$ cat config.mk
export PLATFORM = sky130hd
export DESIGN_NAME = sdc_multilane_rx_flat
export DESIGN_NICKNAME = d
export VERILOG_FILES = /design/src/rtl/sdc_multilane_rx_if.sv /design/src/rtl/sdc_multilane_rx.sv /design/src/flat_wrapper.sv
export SDC_FILE = /design/constraint.sdc
export NUM_CORES = 1
export LEC_CHECK = 0
export BUFFER_PORTS_ARGS = -buffer_cell sky130_fd_sc_hd__buf_2
export CORE_MARGIN = 4
export CORE_UTILIZATION = 50
export DETAILED_ROUTE_END_ITERATION = 10
export PLACE_DENSITY = 0.75
export SETUP_SLACK_MARGIN = 0.05
export SYNTH_ARGS = -nofsm -noshare
export SYNTH_HDL_FRONTEND = slang
export SYNTH_SLANG_ARGS = --single-unit
export TNS_END_PERCENT = 20
$ cat constraint.sdc
create_clock -name clk -period 5.45 [get_ports clk]
set_input_delay 0.2725 -clock clk [delete_from_list [all_inputs] [get_ports clk]]
set_output_delay 0.2725 -clock clk [all_outputs]
set_load 0.03 [all_outputs]
$ cat src/rtl/sdc_multilane_rx_if.sv
// Bundle of command, configuration, data and status signals for the multi-lane
// block receiver. The receiver uses the slave view; the controller uses master.
interface sdc_multilane_rx_if #(
  parameter int MAX_LANES = 4,
  parameter int BLKSIZE_W = 12,
  parameter int BLKCNT_W  = 16,
  parameter int TIMEOUT_W = 24
);
  logic [MAX_LANES-1:0] sdDat;
  logic [1:0]           laneMode;
  logic [BLKSIZE_W-1:0] blockSize;
  logic [BLKCNT_W-1:0]  blockCount;
  logic [TIMEOUT_W-1:0] timeoutValue;
  logic                 start;
  logic                 abort;
  logic [7:0]           out_data;
  logic                 out_valid;
  logic                 out_last;
  logic                 blockDone;
  logic                 busy;
  logic                 crcError;
  logic                 frameError;
  logic                 timeout;
  logic                 cfgError;
  logic                 done;

  modport master (
    output sdDat, laneMode, blockSize, blockCount, timeoutValue, start, abort,
    input  out_data, out_valid, out_last, blockDone, busy,
           crcError, frameError, timeout, cfgError, done
  );

  modport slave (
    input  sdDat, laneMode, blockSize, blockCount, timeoutValue, start, abort,
    output out_data, out_valid, out_last, blockDone, busy,
           crcError, frameError, timeout, cfgError, done
  );
endinterface

$ cat src/rtl/sdc_multilane_rx.sv
// SD-style multi-lane data block receiver: waits for a start bit, assembles
// bytes MSB first from 1, 4 or 8 lanes, checks one CRC16 per active lane,
// checks the end bit and repeats for the requested number of blocks.
module sdc_multilane_rx #(
  parameter int MAX_LANES = 4,
  parameter int BLKSIZE_W = 12,
  parameter int BLKCNT_W  = 16,
  parameter int TIMEOUT_W = 24
) (
  input logic clk,
  input logic rst,
  sdc_multilane_rx_if.slave bus
);

  localparam bit          HAS_4    = (MAX_LANES >= 4);
  localparam bit          HAS_8    = (MAX_LANES >= 8);
  localparam logic [15:0] CRC_POLY = 16'h1021;

  typedef enum logic [2:0] {
    S_IDLE, S_WAIT_START, S_DATA, S_CRC, S_END_BIT, S_DONE
  } state_t;

  state_t               state_q;
  logic [1:0]           mode_q;
  logic [BLKSIZE_W-1:0] bsize_q;
  logic [BLKCNT_W-1:0]  bcount_q;
  logic [BLKCNT_W-1:0]  blk_cnt_q;
  logic [TIMEOUT_W-1:0] tmo_val_q;
  logic [TIMEOUT_W-1:0] tmo_cnt_q;
  logic [BLKSIZE_W-1:0] byte_cnt_q;
  logic [2:0]           bit_cnt_q;
  logic [3:0]           crc_cnt_q;
  logic [7:0]           shift_q;
  logic                 abort_pend_q;
  logic [MAX_LANES-1:0] crc_bad_q;
  logic [15:0]          crc_q [MAX_LANES];

  logic [7:0] out_data_q;
  logic       out_valid_q, out_last_q, block_done_q, busy_q, done_q;
  logic       crc_err_q, frame_err_q, timeout_q, cfg_err_q;

  logic [7:0]           dat_ext;
  logic [MAX_LANES-1:0] active;
  logic                 all_low, some_low, cfg_ok, bit_last, byte_last, blk_limit;
  logic [7:0]           byte_d;
  logic [15:0]          crc_d [MAX_LANES];
  logic [MAX_LANES-1:0] crc_mis;
  logic [TIMEOUT_W-1:0] tmo_inc;

  function automatic logic [MAX_LANES-1:0] lane_mask(input logic [1:0] m);
    logic [7:0] full;
    case (m)
      2'd0:    full = 8'h01;
      2'd1:    full = 8'h0F;
      default: full = 8'hFF;
    endcase
    return full[MAX_LANES-1:0];
  endfunction

  // Present the bus as eight lanes; lanes that do not exist read as 0.
  generate
    for (genvar gi = 0; gi < 8; gi++) begin : g_ext
      if (gi < MAX_LANES) begin : g_real
        assign dat_ext[gi] = bus.sdDat[gi];
      end else begin : g_none
        assign dat_ext[gi] = 1'b0;
      end
    end
  endgenerate

  // Per-lane serial CRC16 step for DATA and bit mismatch for the CRC phase.
  generate
    for (genvar gi = 0; gi < MAX_LANES; gi++) begin : g_crc
      logic fb;
      assign fb          = crc_q[gi][15] ^ bus.sdDat[gi];
      assign crc_d[gi]   = {crc_q[gi][14:0], 1'b0} ^ (fb ? CRC_POLY : 16'h0000);
      assign crc_mis[gi] = active[gi] & (crc_q[gi][15] != bus.sdDat[gi]);
    end
  endgenerate

  assign active    = lane_mask(mode_q);
  assign all_low   = ((bus.sdDat & active) == '0);
  assign some_low  = ((~bus.sdDat & active) != '0);
  assign tmo_inc   = tmo_cnt_q + TIMEOUT_W'(1);
  assign byte_last = (byte_cnt_q == bsize_q - BLKSIZE_W'(1));
  assign blk_limit = (bcount_q != '0) && (blk_cnt_q == bcount_q);
  assign cfg_ok    = (bus.blockSize != '0) &&
                     ((bus.laneMode == 2'd0) ||
                      (bus.laneMode == 2'd1 && HAS_4) ||
                      (bus.laneMode == 2'd2 && HAS_8));

  // Byte assembly: shift in the lane bits for this cycle and flag the final chunk.
  always_comb begin
    bit_last = 1'b1;
    byte_d   = dat_ext;
    case (mode_q)
      2'd0: begin
        bit_last = (bit_cnt_q == 3'd7);
        byte_d   = {shift_q[6:0], dat_ext[0]};
      end
      2'd1: begin
        bit_last = (bit_cnt_q == 3'd1);
        byte_d   = {shift_q[3:0], dat_ext[3:0]};
      end
      default: ;
    endcase
  end

  // Controller: state sequencing, counters, lane CRCs and every registered output.
  always_ff @(posedge clk or posedge rst) begin
    if (rst) begin
      state_q      <= S_IDLE;
      mode_q       <= 2'd0;
      bsize_q      <= '0;
      bcount_q     <= '0;
      blk_cnt_q    <= '0;
      tmo_val_q    <= '0;
      tmo_cnt_q    <= '0;
      byte_cnt_q   <= '0;
      bit_cnt_q    <= '0;
      crc_cnt_q    <= '0;
      shift_q      <= '0;
      abort_pend_q <= 1'b0;
      crc_bad_q    <= '0;
      for (int i = 0; i < MAX_LANES; i++) crc_q[i] <= '0;
      out_data_q   <= '0;
      out_valid_q  <= 1'b0;
      out_last_q   <= 1'b0;
      block_done_q <= 1'b0;
      busy_q       <= 1'b0;
      done_q       <= 1'b0;
      crc_err_q    <= 1'b0;
      frame_err_q  <= 1'b0;
      timeout_q    <= 1'b0;
      cfg_err_q    <= 1'b0;
    end else begin
      out_valid_q  <= 1'b0;
      out_last_q   <= 1'b0;
      block_done_q <= 1'b0;
      done_q       <= 1'b0;
      case (state_q)
        S_IDLE: begin
          if (bus.start) begin
            if (cfg_ok) begin
              mode_q       <= bus.laneMode;
              bsize_q      <= bus.blockSize;
              bcount_q     <= bus.blockCount;
              tmo_val_q    <= bus.timeoutValue;
              tmo_cnt_q    <= '0;
              blk_cnt_q    <= '0;
              abort_pend_q <= 1'b0;
              crc_err_q    <= 1'b0;
              frame_err_q  <= 1'b0;
              timeout_q    <= 1'b0;
              cfg_err_q    <= 1'b0;
              for (int i = 0; i < MAX_LANES; i++) crc_q[i] <= '0;
              busy_q       <= 1'b1;
              state_q      <= S_WAIT_START;
            end else begin
              cfg_err_q <= 1'b1;
            end
          end
        end
        S_WAIT_START: begin
          if (bus.abort) begin
            done_q  <= 1'b1;
            state_q <= S_DONE;
          end else if (all_low) begin
            byte_cnt_q <= '0;
            bit_cnt_q  <= '0;
            state_q    <= S_DATA;
          end else if (some_low) begin
            // Lanes disagree on the start bit: the frame cannot be trusted.
            frame_err_q <= 1'b1;
            done_q      <= 1'b1;
            state_q     <= S_DONE;
          end else if (tmo_val_q != '0 && tmo_inc == tmo_val_q) begin
            timeout_q <= 1'b1;
            done_q    <= 1'b1;
            state_q   <= S_DONE;
          end else begin
            tmo_cnt_q <= tmo_inc;
          end
        end
        S_DATA: begin
          if (bus.abort) abort_pend_q <= 1'b1;
          for (int i = 0; i < MAX_LANES; i++) crc_q[i] <= crc_d[i];
          shift_q <= byte_d;
          if (bit_last) begin
            bit_cnt_q   <= '0;
            out_data_q  <= byte_d;
            out_valid_q <= 1'b1;
            if (byte_last) begin
              out_last_q <= 1'b1;
              crc_cnt_q  <= '0;
              crc_bad_q  <= '0;
              state_q    <= S_CRC;
            end else begin
              byte_cnt_q <= byte_cnt_q + BLKSIZE_W'(1);
            end
          end else begin
            bit_cnt_q <= bit_cnt_q + 3'd1;
          end
        end
        S_CRC: begin
          // Received CRC arrives MSB first: compare the top bit, then shift it out.
          if (bus.abort) abort_pend_q <= 1'b1;
          crc_bad_q <= crc_bad_q | crc_mis;
          for (int i = 0; i < MAX_LANES; i++) crc_q[i] <= {crc_q[i][14:0], 1'b0};
          if (crc_cnt_q == 4'd15) begin
            if ((crc_bad_q | crc_mis) != '0) crc_err_q <= 1'b1;
            block_done_q <= 1'b1;
            blk_cnt_q    <= blk_cnt_q + BLKCNT_W'(1);
            state_q      <= S_END_BIT;
          end else begin
            crc_cnt_q <= crc_cnt_q + 4'd1;
          end
        end
        S_END_BIT: begin
          if (some_low) frame_err_q <= 1'b1;
          if (bus.abort || abort_pend_q || some_low || blk_limit ||
              crc_err_q || frame_err_q || timeout_q || cfg_err_q) begin
            done_q  <= 1'b1;
            state_q <= S_DONE;
          end else begin
            tmo_cnt_q <= '0;
            for (int i = 0; i < MAX_LANES; i++) crc_q[i] <= '0;
            state_q <= S_WAIT_START;
          end
        end
        S_DONE: begin
          busy_q  <= 1'b0;
          state_q <= S_IDLE;
        end
        default: state_q <= S_IDLE;
      endcase
    end
  end

  assign bus.out_data   = out_data_q;
  assign bus.out_valid  = out_valid_q;
  assign bus.out_last   = out_last_q;
  assign bus.blockDone  = block_done_q;
  assign bus.busy       = busy_q;
  assign bus.crcError   = crc_err_q;
  assign bus.frameError = frame_err_q;
  assign bus.timeout    = timeout_q;
  assign bus.cfgError   = cfg_err_q;
  assign bus.done       = done_q;

endmodule

$ cat src/flat_wrapper.sv
// flat-port wrapper written by rule: the top's interface ports become plain ports
module sdc_multilane_rx_flat 
#(
  parameter int MAX_LANES = 4,
  parameter int BLKSIZE_W = 12,
  parameter int BLKCNT_W  = 16,
  parameter int TIMEOUT_W = 24
)
  (clk, rst, bus_sdDat, bus_laneMode, bus_blockSize, bus_blockCount, bus_timeoutValue, bus_start, bus_abort, bus_out_data, bus_out_valid, bus_out_last, bus_blockDone, bus_busy, bus_crcError, bus_frameError, bus_timeout, bus_cfgError, bus_done);
  sdc_multilane_rx_if #(.MAX_LANES(MAX_LANES), .BLKSIZE_W(BLKSIZE_W), .BLKCNT_W(BLKCNT_W), .TIMEOUT_W(TIMEOUT_W)) bus_i ();
  input logic clk;
  input logic rst;
  input wire logic [$bits(bus_i.sdDat)-1:0] bus_sdDat;
  input wire logic [$bits(bus_i.laneMode)-1:0] bus_laneMode;
  input wire logic [$bits(bus_i.blockSize)-1:0] bus_blockSize;
  input wire logic [$bits(bus_i.blockCount)-1:0] bus_blockCount;
  input wire logic [$bits(bus_i.timeoutValue)-1:0] bus_timeoutValue;
  input wire logic [$bits(bus_i.start)-1:0] bus_start;
  input wire logic [$bits(bus_i.abort)-1:0] bus_abort;
  output wire logic [$bits(bus_i.out_data)-1:0] bus_out_data;
  output wire logic [$bits(bus_i.out_valid)-1:0] bus_out_valid;
  output wire logic [$bits(bus_i.out_last)-1:0] bus_out_last;
  output wire logic [$bits(bus_i.blockDone)-1:0] bus_blockDone;
  output wire logic [$bits(bus_i.busy)-1:0] bus_busy;
  output wire logic [$bits(bus_i.crcError)-1:0] bus_crcError;
  output wire logic [$bits(bus_i.frameError)-1:0] bus_frameError;
  output wire logic [$bits(bus_i.timeout)-1:0] bus_timeout;
  output wire logic [$bits(bus_i.cfgError)-1:0] bus_cfgError;
  output wire logic [$bits(bus_i.done)-1:0] bus_done;
  assign bus_i.sdDat = bus_sdDat;
  assign bus_i.laneMode = bus_laneMode;
  assign bus_i.blockSize = bus_blockSize;
  assign bus_i.blockCount = bus_blockCount;
  assign bus_i.timeoutValue = bus_timeoutValue;
  assign bus_i.start = bus_start;
  assign bus_i.abort = bus_abort;
  assign bus_out_data = bus_i.out_data;
  assign bus_out_valid = bus_i.out_valid;
  assign bus_out_last = bus_i.out_last;
  assign bus_blockDone = bus_i.blockDone;
  assign bus_busy = bus_i.busy;
  assign bus_crcError = bus_i.crcError;
  assign bus_frameError = bus_i.frameError;
  assign bus_timeout = bus_i.timeout;
  assign bus_cfgError = bus_i.cfgError;
  assign bus_done = bus_i.done;
  sdc_multilane_rx #(.MAX_LANES(MAX_LANES), .BLKSIZE_W(BLKSIZE_W), .BLKCNT_W(BLKCNT_W), .TIMEOUT_W(TIMEOUT_W)) u_core (.clk(clk), .rst(rst), .bus(bus_i));
endmodule
After elaboration in Yosys (flattened, before gate mapping)

Index checks and enable logic that the tools add are counted.

$add $sub $neg: 6
Eq/ne operators: 34
Multiplexer cells: 81
Bitwise operators: 16
Reduce and logical (&&, ||, !) cells: 45

Operator list:

| operator                                               | count |
|---|---|
| case mux 64 bit (4 select lines)                       | 1 |
| two-way mux 64 bit                                     | 3 |
| two-way mux 24 bit                                     | 7 |
| case mux 24 bit (3 select lines)                       | 1 |
| XOR 16 bit                                             | 4 |
| two-way mux 13 bit                                     | 4 |
| two-way mux 12 bit                                     | 4 |
| two-way mux 16 bit                                     | 3 |
| two-way mux 3 bit                                      | 13 |
| case mux 16 bit (2 select lines)                       | 1 |
| two-way mux 1 bit                                      | 27 |
| adder 24 x 1 -> 24 bit (second input constant)         | 1 |
| equality test 24 bit                                   | 1 |
| case mux 12 bit (2 select lines)                       | 1 |
| case mux 4 bit (2 select lines)                        | 3 |
| nonzero test 24 bit                                    | 1 |
| adder 16 x 1 -> 16 bit (second input constant)         | 1 |
| equality test 16 bit                                   | 1 |
| inequality test 2 x 1 -> 1 bit (second input constant) | 8 |
| inequality test 2 bit (second input constant)          | 8 |
| case mux 8 bit (2 select lines)                        | 1 |
| AND reduction 4 bit                                    | 4 |
| nonzero test 16 bit                                    | 1 |
| case mux 3 bit (5 select lines)                        | 1 |
| other kinds (37)                                       | 82 |

Register bits after elaboration: 209
Input port bits: 62
Output and inout bits: 17
Logic and storage cells: 209

Depth between registers and ports, before layout

Depth in word-level cells: 12
Depth in mapped cells: 13
Depth with buffers taken out: 10

Worst setup path after synthesis

No wires, ideal clock.

Path kind: flip-flop to flip-flop
Start: register u_core.tmo_cnt_q[0]
End: register u_core.tmo_cnt_q[7]
Arrival: 2.831 ns
Path slack: 2.486 ns
Cell stages (with the launch flop): 12
Buffers on the path: 2
Period minus slack after synthesis: 2.964 ns
Path through: dfrtp_1 > ha_1 > and3_1 > a21oi_1 > or4_1 > a31oi_1 > nand4_1 > or4_4 > buf_6 > buf_6 > a32oi_1 > nand2_1

Word-level cells in the longest chain between the ends: 6

RTL lines:

| what                                                                         | RTL line                | text |
|---|---|---|
| start: declaration                                                           | sdc_multilane_rx.sv:29  | `logic [TIMEOUT_W-1:0] tmo_cnt_q;` |
| start signal: assignment                                                     | sdc_multilane_rx.sv:182 | `tmo_cnt_q <= tmo_inc;` |
| adder 24 x 1 -> 24 bit *                                                     | sdc_multilane_rx.sv:84  | `assign tmo_inc = tmo_cnt_q + TIMEOUT_W'(1);` |
| parallel branches: the longest is 5 deep, another holds equality test 24 bit | -                       |  |

Every way passes the cells marked *. The select of a mux whose other input is x is not followed.
A chain may end at the register's enable or synchronous reset.

Worst setup path in the final report

Start: register u_core.bsize_q[0]
End: register u_core.byte_cnt_q[6]

Word-level cells in the longest chain between the ends: 4

RTL lines:

| what                            | RTL line                | text |
|---|---|---|
| start: declaration              | sdc_multilane_rx.sv:25  | `logic [BLKSIZE_W-1:0] bsize_q;` |
| start signal: assignment        | sdc_multilane_rx.sv:146 | `bsize_q <= bus.blockSize;` |
| subtractor 12 x 1 -> 12 bit     | sdc_multilane_rx.sv:85  | `assign byte_last = (byte_cnt_q == bsize_q - BLKSIZE_W'(1));` |
| equality test 12 bit            | sdc_multilane_rx.sv:85  |  |
| inequality test 2 bit (no line) | -                       |  |
| AND reduction 5 bit (no line)   | -                       |  |
| end signal: assignment          | sdc_multilane_rx.sv:199 | `byte_cnt_q <= byte_cnt_q + BLKSIZE_W'(1);` |
| end: declaration                | sdc_multilane_rx.sv:30  | `logic [BLKSIZE_W-1:0] byte_cnt_q;` |

Every way passes these cells.

==> metrics.md <==
| Metric | Value |
|---|---|
| Leakage | between 5 and 6 nW |
| Outcome | complete, no violations |
| Required @ worst endpoint | just under 6 ns |
| Clk_lat worst skew | 0.54 ns |
| Period utilization | 0.683 |
| Share of cells above drive strength 1 | 0.174 |
| Worst min-delay path class | primary input to register |
| Syn Inst Count | roughly 1100 |
| Post-route setup slack | around 1.7 ns |
| Ys flop type | dfrtp_1 |
| Die ar. | roughly 24000 um2 |
| Die Width | ~150 um |
| Routed Antenna Nets | 0 |
| Vias | ~8600 |
| Largest net degree at the start of global routing | approximately 170 |
| Setup_tns | 0 ns |
| Final critical-path required period | ~3.7 ns |
| Max H-tree Level | 1 |
| DRC viols | 0 |
| RR Endpoint | u_core.byte_cnt_q[6]$_DFFE_PP0P_ |
| Antenna violations before repair | 0 |
| Syn_nets | between 1000 and 1500 |
| DRT iter0 DRCs | 653 |
| TritonCTS Buffers | 24 |
| Top cells by area, synth | dfrtp_1 48%, mux2_2 5.6%, a22o_1 4.5% |
| Final Hold Fails | 0 |
| Cell Pwr Density | between 400 and 500 nW/um2 |
| Crit path capture | u_core.byte_cnt_q[6]$_DFFE_PP0P_ |
| Tot GR Track Use | 0.221 |
| Overall power | 5.83 mW |
| Worst reg2reg startpoint | u_core.bsize_q[0]$_DFFE_PP0P_ |
| N_diodes | 0 |
| Final Slew Violations | 0 |
| Peak VDD IR | 0.299 mV |
| Worst slew margin | 0.244 |
| Post-synth EDFFs | 0 |
| Number of global-route vias before repair | a little under 9000 |
| Synthesis warning total | 0 |
| Root Driver | clkbuf_16 |
| Die height | 155 um |
| Final HPWL DP | around 17 mm |
| # port buffers | slightly below 80 |
| Initial Util | 0.510 |
| Clk buf depth | 3 |
| Setup WS pre-CTS | ~1.7 ns |
| RSZ-0062 raised after global routing | false |
| Seq/Total Area, Yosys | 0.484 |
| Drt pass-1 iters | 6 |
| PostCTS Resize Cnt | 0 |
| First-pass GRT wire length | about 44 mm |
| Crit Path Category | register to register |
| Worst EP arrival | ~4.2 ns |
| CTS tree | built |
| DR vias/cell | around 6.0 |
| Seq cells post-synth | 209 |
| Io pins | 79 |
| Hold_ws | roughly 0.027 ns |
| Netlist cell types | between 70 and 80 |
| Reg clk slew, reported paths | 0.06 ns |
| DR WL/cell | between 15 and 20 um |
| DRT Wirelength | around 26 mm |
| Area leader, netlist | dfrtp_1 |
| Synth Area per Inst | about 10 um2 |
| Yosys top cell area share | 0.484 |
| Gpl congestion | 0.959 |
| CP Capture Type | register |
| Core area | between 20000 and 25000 um2 |
| Crit start category | register |
| Asr flop ratio synth | 1.00 |
| Clk sink count | 209 |
| Skew final | roughly 0.022 ns |
| Area growth from synthesis to layout | 16.7% |
| Least-Margin Pin Slew | 1.13 ns |
| Max_cap viols | 0 |
| Final setup fails | 0 |
| Worst reg2reg path depth | 10 |
| Crit path from | u_core.bsize_q[0]$_DFFE_PP0P_ |
| Fmax | between 200 and 300 MHz |
| GRT Residual Overflow | 0 |
| # rows | 53 |
| Flop-to-flop setup slack | about 1.7 ns |
| CP Max Fanout | 16 |
| Layout net count | around 1200 |
| Mapped Area | roughly 11000 um2 |
[per-layer routing]
layer	vias up	global-route usage	part of all wire	wire length [um]
met5	-	0	0	0
met4	0	0.0614	0.026	673
met3	52	0.0312	0.052	1350
met2	249	0.362	0.48	12500
met1	4275	0.310	0.44	11600
li1	4062	-	-	-
[registers in the layout, summed over array words and instances, names as in the netlist, 2 cells and up]
| register | flops |
|---|---|
| u_core.shift_q | 7 |
| u_core.mode_q | 2 |
| u_core.state_q | 3 |
| u_core.bus.out_data | 8 |
| u_core.tmo_val_q | 24 |
| u_core.crc_cnt_q | 4 |
| u_core.blk_cnt_q | 16 |
| u_core.bsize_q | 12 |
| u_core.bcount_q | 16 |
| u_core.crc_q | 64 |
| u_core.byte_cnt_q | 12 |
| u_core.bit_cnt_q | 3 |
| u_core.crc_bad_q | 4 |
| u_core.tmo_cnt_q | 24 |
[through the flow]
| step | std cells | cell area [um2] | util |
|---|---|---|---|
| detailed placement | 1344 | 11300 | 0.533 |
| CTS | 1439 | 12600 | 0.596 |
| global route | 1439 | 12600 | 0.596 |
| global placement | 1344 | 11300 | 0.533 |
| finish | 1439 | 12600 | 0.596 |
| floorplan | 1051 | 10800 | - |
[worst min path at each step]
stage	end	slack, ns	cells past startpoint	from
3_3_place_gp	u_core.tmo_val_q[23]$_DFFE_PP0P_	0.46	2	rst
6_report	u_core.shift_q[0]$_DFFE_PP0N_	0.03	3	bus_sdDat[0]
5_1_grt	u_core.shift_q[0]$_DFFE_PP0N_	0.04	3	bus_sdDat[0]
4_1_cts	u_core.shift_q[0]$_DFFE_PP0N_	0.01	3	bus_sdDat[0]
2_1_floorplan	u_core.shift_q[0]$_DFFE_PP0N_	0.38	2	bus_sdDat[0]
3_5_place_dp	u_core.tmo_val_q[23]$_DFFE_PP0P_	0.47	2	rst
[cell usage in the layout (no fill, tap or decap), types with 6 or more instances in the layout]
cell type,instances
nand2_1,96
ha_1,6
nand4_1,22
xnor2_1,35
nor2_1,69
buf_2,78
nand2b_1,8
a22o_1,56
nand3_1,38
nor2b_1,9
a21oi_1,24
inv_1,20
xor2_1,52
nor3_1,26
dfrtp_1,209
o211ai_1,8
o21ai_1,7
o311ai_0,16
o21ai_0,37
or4_1,11
clkbuf_16,24
dlygate4sd3_1,54
mux2_2,54
and3_1,10
a31oi_1,7
or3_1,14
and2_1,10
mux2i_1,9
clkinv_2,7
nor4_1,26
o31ai_1,10
[worst max-delay path, stage by stage, from the launching register on]
cell and delay [ns]:
dfrtp_1 0.42, inv_1 0.09, ha_1 0.22, nor4b_2 0.33, a221oi_1 0.16, a311oi_1 0.27, a22oi_1 0.12, a31oi_1 0.76
o21ai_1 0.52, or4_1 0.62, a21oi_1 0.15
[report_power, final]
part           leakage, nW  internal, mW  switching, mW
clock network        0.391         0.925          0.658
registers             2.73          1.94          0.487
logic                 2.37         0.754           1.07
[Yosys cell counts (all sizes together), types with 9 or more instances]
| master | instances |
|---|---|
| dfrtp | 209 |
| nand2 | 97 |
| nor2 | 70 |
| a22o | 56 |
| mux2 | 54 |
| xor2 | 52 |
| clkbuf | 45 |
| o21ai | 44 |
| nand3 | 40 |
| xnor2 | 35 |
| nor3 | 29 |
| nor4 | 28 |
| nand4 | 25 |
| a21oi | 24 |
| buf | 21 |
| inv | 21 |
| o311ai | 18 |
| or3 | 14 |
| or4 | 12 |
| and2 | 11 |
| and3 | 10 |
| o31ai | 10 |
| mux2i | 9 |
| nor2b | 9 |
[logic make-up (layout without fill, tap and decap cells)]
group	count (synthesis)	after routing	share of synthesized area
adder cells (fa/ha/maj)	6	6	0.00695
AND/OR/NAND/NOR	384	384	0.189
XOR/XNOR	87	87	0.0706
AO/OA/AOI/OAI	215	215	0.147
multiplexers	63	63	0.0647
flip-flops	209	209	0.484
buffers and inverters	87	200	0.0376
[cell type report]
| class | count | area (um2) |
|---|---|---|
| tap | 275 | 344 |
| timing repair buffer | 138 | 988 |
| sequential | 209 | 5230 |
| inverter | 21 | 82.6 |
| multi-input combinational | 755 | 5180 |
| clock buffer | 31 | 677 |
| clock inverter | 10 | 104 |
| fill | 1756 | 8550 |
[what timing repair did]
action	in CTS	in global routing
setup buffers	0	0
hold endpoints to repair	89	0
setup endpoints to repair	0	0
hold buffers	54	0
No activity file was read; power rests on OpenSTA's default activity.
